<file path="src/rtl/mt_ifetch_queue_pkg.sv">
// Shared types and defaults for the multi-thread instruction-fetch front end.
package mt_ifetch_queue_pkg;

    localparam int unsigned DEF_NUM_THREADS = 4;
    localparam int unsigned DEF_FQ_DEPTH    = 4;
    localparam int unsigned DEF_ROM_LAT     = 1;
    localparam logic [31:0] PC_STEP         = 32'd4;

    typedef struct packed {
        logic [31:0] pc;
        logic [31:0] ins;
    } fq_entry_t;

endpackage

</file>
<file path="src/rtl/ifq_fifo.sv">
// Single-thread instruction queue: push, pop, flush, registered head and occupancy count.
module ifq_fifo
    import mt_ifetch_queue_pkg::*;
#(
    parameter int unsigned DEPTH = DEF_FQ_DEPTH
) (
    input  logic                     clk,
    input  logic                     rst,
    input  logic                     flush,
    input  logic                     push,
    input  fq_entry_t                push_data,
    input  logic                     pop,
    output logic                     head_vld,
    output fq_entry_t                head,
    output logic [$clog2(DEPTH):0]   count
);

    localparam int unsigned PW = $clog2(DEPTH);
    localparam int unsigned CW = PW + 1;

    fq_entry_t          mem_q [DEPTH];
    fq_entry_t          mem_d [DEPTH];
    logic [PW-1:0]      rd_ptr_q, rd_ptr_d;
    logic [PW-1:0]      wr_ptr_q, wr_ptr_d;
    logic [CW-1:0]      count_q, count_d;
    logic               head_vld_q, head_vld_d;
    fq_entry_t          head_q, head_d;
    logic               pop_eff;

    always_comb begin
        mem_d      = mem_q;
        rd_ptr_d   = rd_ptr_q;
        wr_ptr_d   = wr_ptr_q;
        count_d    = count_q;
        head_vld_d = head_vld_q;
        head_d     = head_q;
        pop_eff    = pop & head_vld_q;

        if (flush) begin
            rd_ptr_d   = '0;
            wr_ptr_d   = '0;
            count_d    = '0;
            head_vld_d = 1'b0;
        end else begin
            if (push) begin
                mem_d[wr_ptr_q] = push_data;
                wr_ptr_d        = wr_ptr_q + 1'b1;
            end
            if (pop_eff) begin
                rd_ptr_d = rd_ptr_q + 1'b1;
            end
            count_d    = count_q + CW'(push) - CW'(pop_eff);
            head_vld_d = (count_d != '0);
            // When the queue drains to nothing before this push, the new head is the pushed entry itself.
            if (count_d != '0) begin
                head_d = (count_q == CW'(pop_eff)) ? push_data : mem_q[rd_ptr_d];
            end
        end
    end

    always_ff @(posedge clk) begin
        mem_q <= mem_d;
    end

    always_ff @(posedge clk or posedge rst) begin
        if (rst) begin
            rd_ptr_q   <= '0;
            wr_ptr_q   <= '0;
            count_q    <= '0;
            head_vld_q <= 1'b0;
            head_q     <= '0;
        end else begin
            rd_ptr_q   <= rd_ptr_d;
            wr_ptr_q   <= wr_ptr_d;
            count_q    <= count_d;
            head_vld_q <= head_vld_d;
            head_q     <= head_d;
        end
    end

    assign head_vld = head_vld_q;
    assign head     = head_q;
    assign count    = count_q;

    a_no_overflow: assert property (@(posedge clk) disable iff (rst)
        (push && !flush) |-> (count_q < CW'(DEPTH)));

endmodule

</file>
<file path="src/rtl/mt_ifetch_queue.sv">
// Multi-thread fetch front end: per-thread PC, credit-limited fixed-latency ROM pipe and instruction queue.
module mt_ifetch_queue
    import mt_ifetch_queue_pkg::*;
#(
    parameter int unsigned NUM_THREADS     = DEF_NUM_THREADS,
    parameter int unsigned FQ_DEPTH        = DEF_FQ_DEPTH,
    parameter int unsigned ROM_LAT         = DEF_ROM_LAT,
    parameter logic [31:0] RESET_PC_STRIDE = 32'h0
) (
    input  logic                          clk,
    input  logic                          rst,
    input  logic [NUM_THREADS-1:0]        thread_en,
    input  logic [NUM_THREADS-1:0]        hold,
    input  logic [NUM_THREADS-1:0]        jump_en,
    input  logic [31:0]                   jump_addr [NUM_THREADS],
    output logic [NUM_THREADS-1:0]        rom_req,
    output logic [31:0]                   rom_addr  [NUM_THREADS],
    input  logic [31:0]                   rom_ins   [NUM_THREADS],
    output logic [NUM_THREADS-1:0]        ins_vld,
    output logic [31:0]                   ins       [NUM_THREADS],
    output logic [31:0]                   pc2id_ex  [NUM_THREADS],
    input  logic [NUM_THREADS-1:0]        pop,
    output logic [$clog2(FQ_DEPTH):0]     q_count   [NUM_THREADS]
);

    localparam int unsigned CW = $clog2(FQ_DEPTH) + 1;

    logic [31:0]          pc_q   [NUM_THREADS];
    logic [31:0]          pc_d   [NUM_THREADS];
    logic [ROM_LAT-1:0]   pv_q   [NUM_THREADS];
    logic [ROM_LAT-1:0]   pv_d   [NUM_THREADS];
    logic [31:0]          ptag_q [NUM_THREADS][ROM_LAT];
    logic [31:0]          ptag_d [NUM_THREADS][ROM_LAT];

    logic [NUM_THREADS-1:0] issue;
    logic [NUM_THREADS-1:0] land;
    logic [NUM_THREADS-1:0] head_vld;
    fq_entry_t              push_data [NUM_THREADS];
    fq_entry_t              head      [NUM_THREADS];
    logic [CW-1:0]          cnt       [NUM_THREADS];

    always_comb begin
        for (int unsigned t = 0; t < NUM_THREADS; t++) begin
            // Queued plus in-flight never exceeds FQ_DEPTH, so every response has a free slot.
            issue[t] = ~rst & thread_en[t] & ~hold[t] & ~jump_en[t]
                     & ((int'(cnt[t]) + $countones(pv_q[t])) < int'(FQ_DEPTH));
            land[t]  = pv_q[t][ROM_LAT-1] & ~jump_en[t];
            push_data[t] = '{pc: ptag_q[t][ROM_LAT-1], ins: rom_ins[t]};

            pc_d[t]      = pc_q[t];
            pv_d[t][0]   = issue[t];
            ptag_d[t][0] = pc_q[t];
            for (int unsigned k = 1; k < ROM_LAT; k++) begin
                pv_d[t][k]   = pv_q[t][k-1];
                ptag_d[t][k] = ptag_q[t][k-1];
            end

            if (jump_en[t]) begin
                pc_d[t] = {jump_addr[t][31:2], 2'b00};
                pv_d[t] = '0;
            end else if (issue[t]) begin
                pc_d[t] = pc_q[t] + PC_STEP;
            end
        end
    end

    always_ff @(posedge clk or posedge rst) begin
        if (rst) begin
            for (int unsigned t = 0; t < NUM_THREADS; t++) begin
                pc_q[t] <= 32'(t) * RESET_PC_STRIDE;
                pv_q[t] <= '0;
                for (int unsigned k = 0; k < ROM_LAT; k++) begin
                    ptag_q[t][k] <= '0;
                end
            end
        end else begin
            pc_q   <= pc_d;
            pv_q   <= pv_d;
            ptag_q <= ptag_d;
        end
    end

    for (genvar g = 0; g < NUM_THREADS; g++) begin : g_thr
        ifq_fifo #(
            .DEPTH (FQ_DEPTH)
        ) u_fifo (
            .clk       (clk),
            .rst       (rst),
            .flush     (jump_en[g]),
            .push      (land[g]),
            .push_data (push_data[g]),
            .pop       (pop[g]),
            .head_vld  (head_vld[g]),
            .head      (head[g]),
            .count     (cnt[g])
        );

        assign rom_addr[g] = pc_q[g];
        assign ins[g]      = head[g].ins;
        assign pc2id_ex[g] = head[g].pc;
        assign q_count[g]  = cnt[g];
    end

    assign rom_req = issue;
    assign ins_vld = head_vld;

endmodule

</file>
<file path="config.mk">
export PLATFORM = sky130hd
export DESIGN_NAME = mt_ifetch_queue
export DESIGN_NICKNAME = d
export VERILOG_FILES = /design/src/rtl/mt_ifetch_queue_pkg.sv /design/src/rtl/ifq_fifo.sv /design/src/rtl/mt_ifetch_queue.sv
export SDC_FILE = /design/constraint.sdc
export NUM_CORES = 2
export LEC_CHECK = 0
export BUFFER_PORTS_ARGS = -buffer_cell sky130_fd_sc_hd__buf_2
export CORE_MARGIN = 8
export CORE_UTILIZATION = 50
export DETAILED_ROUTE_END_ITERATION = 8
export PLACE_DENSITY_LB_ADDON = 0.2
export SYNTH_ARGS = -nofsm -noshare
export SYNTH_HDL_FRONTEND = slang
export SYNTH_HIERARCHICAL = 1
export SYNTH_SLANG_ARGS = --single-unit
export TNS_END_PERCENT = 1
</file>
<file path="constraint.sdc">
create_clock -name clk -period 14.6 [get_ports clk]
set_input_delay 0.73 -clock clk [delete_from_list [all_inputs] [get_ports clk]]
set_output_delay 0.73 -clock clk [all_outputs]
set_load 0.02 [all_outputs]
</file>
==> impl_metrics.py <==
metrics = {
    "status": {
        "status": "finished clean",
    },
    "grt": {
        "antenna_found_initial": 25,
        "grt_pass1_vias": 54580,
        "gr-total-overflow": 0,
        "grt_max_degree": 254,
        "groute.usage.overall_pct": 25.75,
        "grt_pass1_wl_microns": 311500,
    },
    "power_and_ir_drop": {
        "p_sw_mw": 5.326,
        "p_int_mw": 8.948,
        "p_clk_share_pct": 29.1,
        "ir_drop_v": 0.0001448,
        "combinationalPowerShare_pct": 31.6,
        "p_sw_share_pct": 37.31,
        "power.total_mw": 14.27,
        "p_leak_nw": 32.14,
        "p_per_area_nw_per_um2": 176.3,
        "sequentialPowerShare_pct": 39.2,
    },
    "floorplan": {
        "start_util_pct": 50.30,
        "die_h_microns": 393.0,
        "num_rows": 138,
        "core-area_sq_um": 141200,
        "die-width_microns": 393.0,
        "die-area_sq_um": 154400,
        "io_pins": 678,
    },
    "yosys": {
        "synth_top_cell_area_share_pct": 43.28,
        "async_flop_share_pct": 34.19,
        "netlist_area_sq_um": 71050,
        "synth_top_area_cell": "edfxtp_1",
        "yosysSeqAreaShare_pct": 62.02,
        "ys_ff_latch": 1556,
        "ys.flop_type": "edfxtp_1",
        "ys_top_cells_by_area": "edfxtp_1 (43%), dfrtp_1 (19%), nand2_1 (13%)",
        "yosysWarnings": 6,
        "syn_area_per_cell_sq_um": 10.24,
        "yosys.cell_types.count": 49,
        "synthCells": 6938,
        "synth_edf_count": 1024,
    },
    "placed_design": {
        "place_ws_ps": 8884,
        "dp_cells": 9116,
        "gp_congestion": 0.8150,
        "place_hpwl_microns": 120500,
        "io_buffer_count": 661,
    },
    "clocking": {
        "cts_setup_buffers": 0,
        "clockBufferDepth": 3,
        "cts_tree": "built",
        "hold_buffers": 0,
        "cts.sinks": 1556,
        "htree_levels": 4,
        "cts_root_buf": "clkbuf_16",
        "cts-resized-gates": 0,
        "cts.clk_slew.worst_paths_ps": 60,
        "cts_buffers": 167,
        "clk_latency_ps": 790,
    },
    "timing": {
        "worst_slack_ps": 9304,
        "slew_violations": 0,
        "tns_ps": 0,
        "max_freq_ghz": 0.1888,
        "rsz0062_at_grt": "false",
        "relSlewSlack_pct": 12.84,
        "finalHoldViolCount": 0,
        "skew_ps": 37.71,
        "setup_viol": 0,
        "period_share_pct": 36.27,
        "worst_pin_slew_ps": 1295,
        "post-route-min-period_ps": 5296,
    },
    "route": {
        "firstDrtPassIters": 6,
        "route.met2.wl_microns": 96310,
        "wl_per_cell_microns": 21.72,
        "num_vias": 54890,
        "avgViaCountPerCell": 5.812,
        "dr.max_layer_used": "met5",
        "drt_iter0_markers": 4348,
        "drcViolationCount": 0,
        "wl_microns": 205200,
        "m1WireLength_microns": 82450,
        "dr_wl_met3_microns": 18160,
        "drtAntennaViolNets": 0,
    },
    "job": {
        "cap_violations": 0,
    },
    "cells_and_area": {
        "drive_gt1_share_pct": 17.45,
        "final_common_cell": "nand2_1",
        "utilization_pct": 57.31,
        "final_cells": 9444,
        "final_cell_mix": "nand2_1 (2,428), nand3_1 (1,301), edfxtp_1 (1,024)",
        "fin_nets": 7701,
        "area.growth.synth_to_final_pct": 13.93,
    },
    "critical_path": {
        "reg2reg_from": "g_thr[0].u_fifo/head_vld",
        "arrival_ps": 5910,
        "critPathLaunch": "g_thr[0].u_fifo/head_vld",
        "crit_fanout": 93,
        "critPathLaunchType": "flip-flop",
        "critPathRequiredTime_ps": 15220,
        "crit_path_end_kind": "flip-flop",
        "worstSetupPathType": "reg2reg",
    },
    "worst_hold_path": {
        "worstHoldStart": "jump_addr[122]",
        "min_path_type": "in2reg",
    },
}
[logic make-up (layout without fill, tap and decap cells)]
| family | Yosys count | count (layout) | synth area share (%) |
|---|---|---|---|
| and+or+nand+nor | 4247 | 4247 | 26.45 |
| AOI/OAI and AO/OA | 385 | 385 | 5.347 |
| muxes | 27 | 27 | 0.3927 |
| other | 1 | 65 | 0.005278 |
| DFF | 1556 | 1556 | 62.02 |
| xor gates and xnor gates | 136 | 136 | 1.677 |
| buffers and inverters | 554 | 1106 | 3.506 |
| adders and majority gates | 32 | 32 | 0.6058 |
[synth_stat cells (4+ instances only)]
library cell  instances
nand2_1            2432
nand3_1            1301
edfxtp_1           1024
dfrtp_1             532
nand4_1             289
clkbuf_1            272
o211ai_2            240
buf_2               131
o21ai_0             110
xnor2_1              80
nor2_1               66
buf_1                57
xor2_1               56
inv_1                45
nor3_1               36
ha_1                 28
buf_6                25
and2_1               24
nor2b_1              24
mux2i_1              20
buf_4                16
and4_1               15
nor4_1               15
and3_1               13
o211ai_1             12
inv_2                 8
mux2_2                7
a21o_1                4
a21oi_1               4
a22oi_1               4
a2bb2oi_1             4
a31oi_1               4
fa_1                  4
nand2b_1              4
or3_1                 4
[stage by stage]
stage	cell area [sq um]	hold WS (ps)
2_1_floorplan	71220	475.6
3_3_place_gp	75500	399.7
3_5_place_dp	75500	401.8
4_1_cts	80900	82.64
5_1_grt	80930	111.3
6_report	80950	153.7
[path summary, 6_finish.rpt]
check	endpoint	slack, ps	cells past startpoint
worst max-delay path	g_thr[0].u_fifo/head[5]	9300	15
min in group asynchronous	g_thr[3].u_fifo/head[11]	350	3
worst min register to register	ptag_q[95]	400	0
worst min-delay path	rom_addr[122]	150	3
max in group asynchronous	ptag_q[3]	12740	4
worst max register to register	g_thr[0].u_fifo/head[5]	9300	15
[worst max-delay path, cell delays in order, from the launching register on]
cell	delay (ps)
dfrtp_1	410
nand2_4	60
buf_4	660
inv_6	450
ha_1	420
inv_1	90
ha_1	160
inv_1	60
fa_1	370
xor2_1	160
xnor2_1	210
a21o_2	480
clkinv_2	150
nand2b_4	290
buf_4	800
o211ai_2	160
[routing by layer]
layer / vias up / GRT usage (%)
met5: - / 0
met4: 12 / 11.13
met3: 456 / 6.090
li1: 25180 / -
met1: 26950 / 33.05
met2: 2289 / 41.95
[state kept, by name, indices dropped and copies added, names as in the netlist]
register,count
g_thr.u_fifo/count,12
g_thr.u_fifo/head,256
g_thr.u_fifo/head_vld,4
g_thr.u_fifo/mem_q,1024
g_thr.u_fifo/rd_ptr_q,8
g_thr.u_fifo/wr_ptr_q,8
ptag_q,120
pv_q,4
rom_addr,120
[cell type report]
class | count | area, sq um
timing repair buffer | 742 | 3954
multi-input combinational | 4875 | 24880
clock inverter | 83 | 773.2
antenna | 17 | 42.54
sequential | 1556 | 44060
inverter | 53 | 236.5
fill | 11840 | 60290
tap | 1890 | 2365
clock buffer | 228 | 4632
[power by group through the flow]
stage	clock network (mW)	registers [mW]	logic, mW
finish	4.16	5.60	4.52
global route	4.42	5.64	4.88
CTS	4.22	5.59	4.53
detailed placement	0	5.67	4.52
global placement	0	5.67	4.42
floorplan	0	5.98	2.69
(Power assumes the default switching activity.)
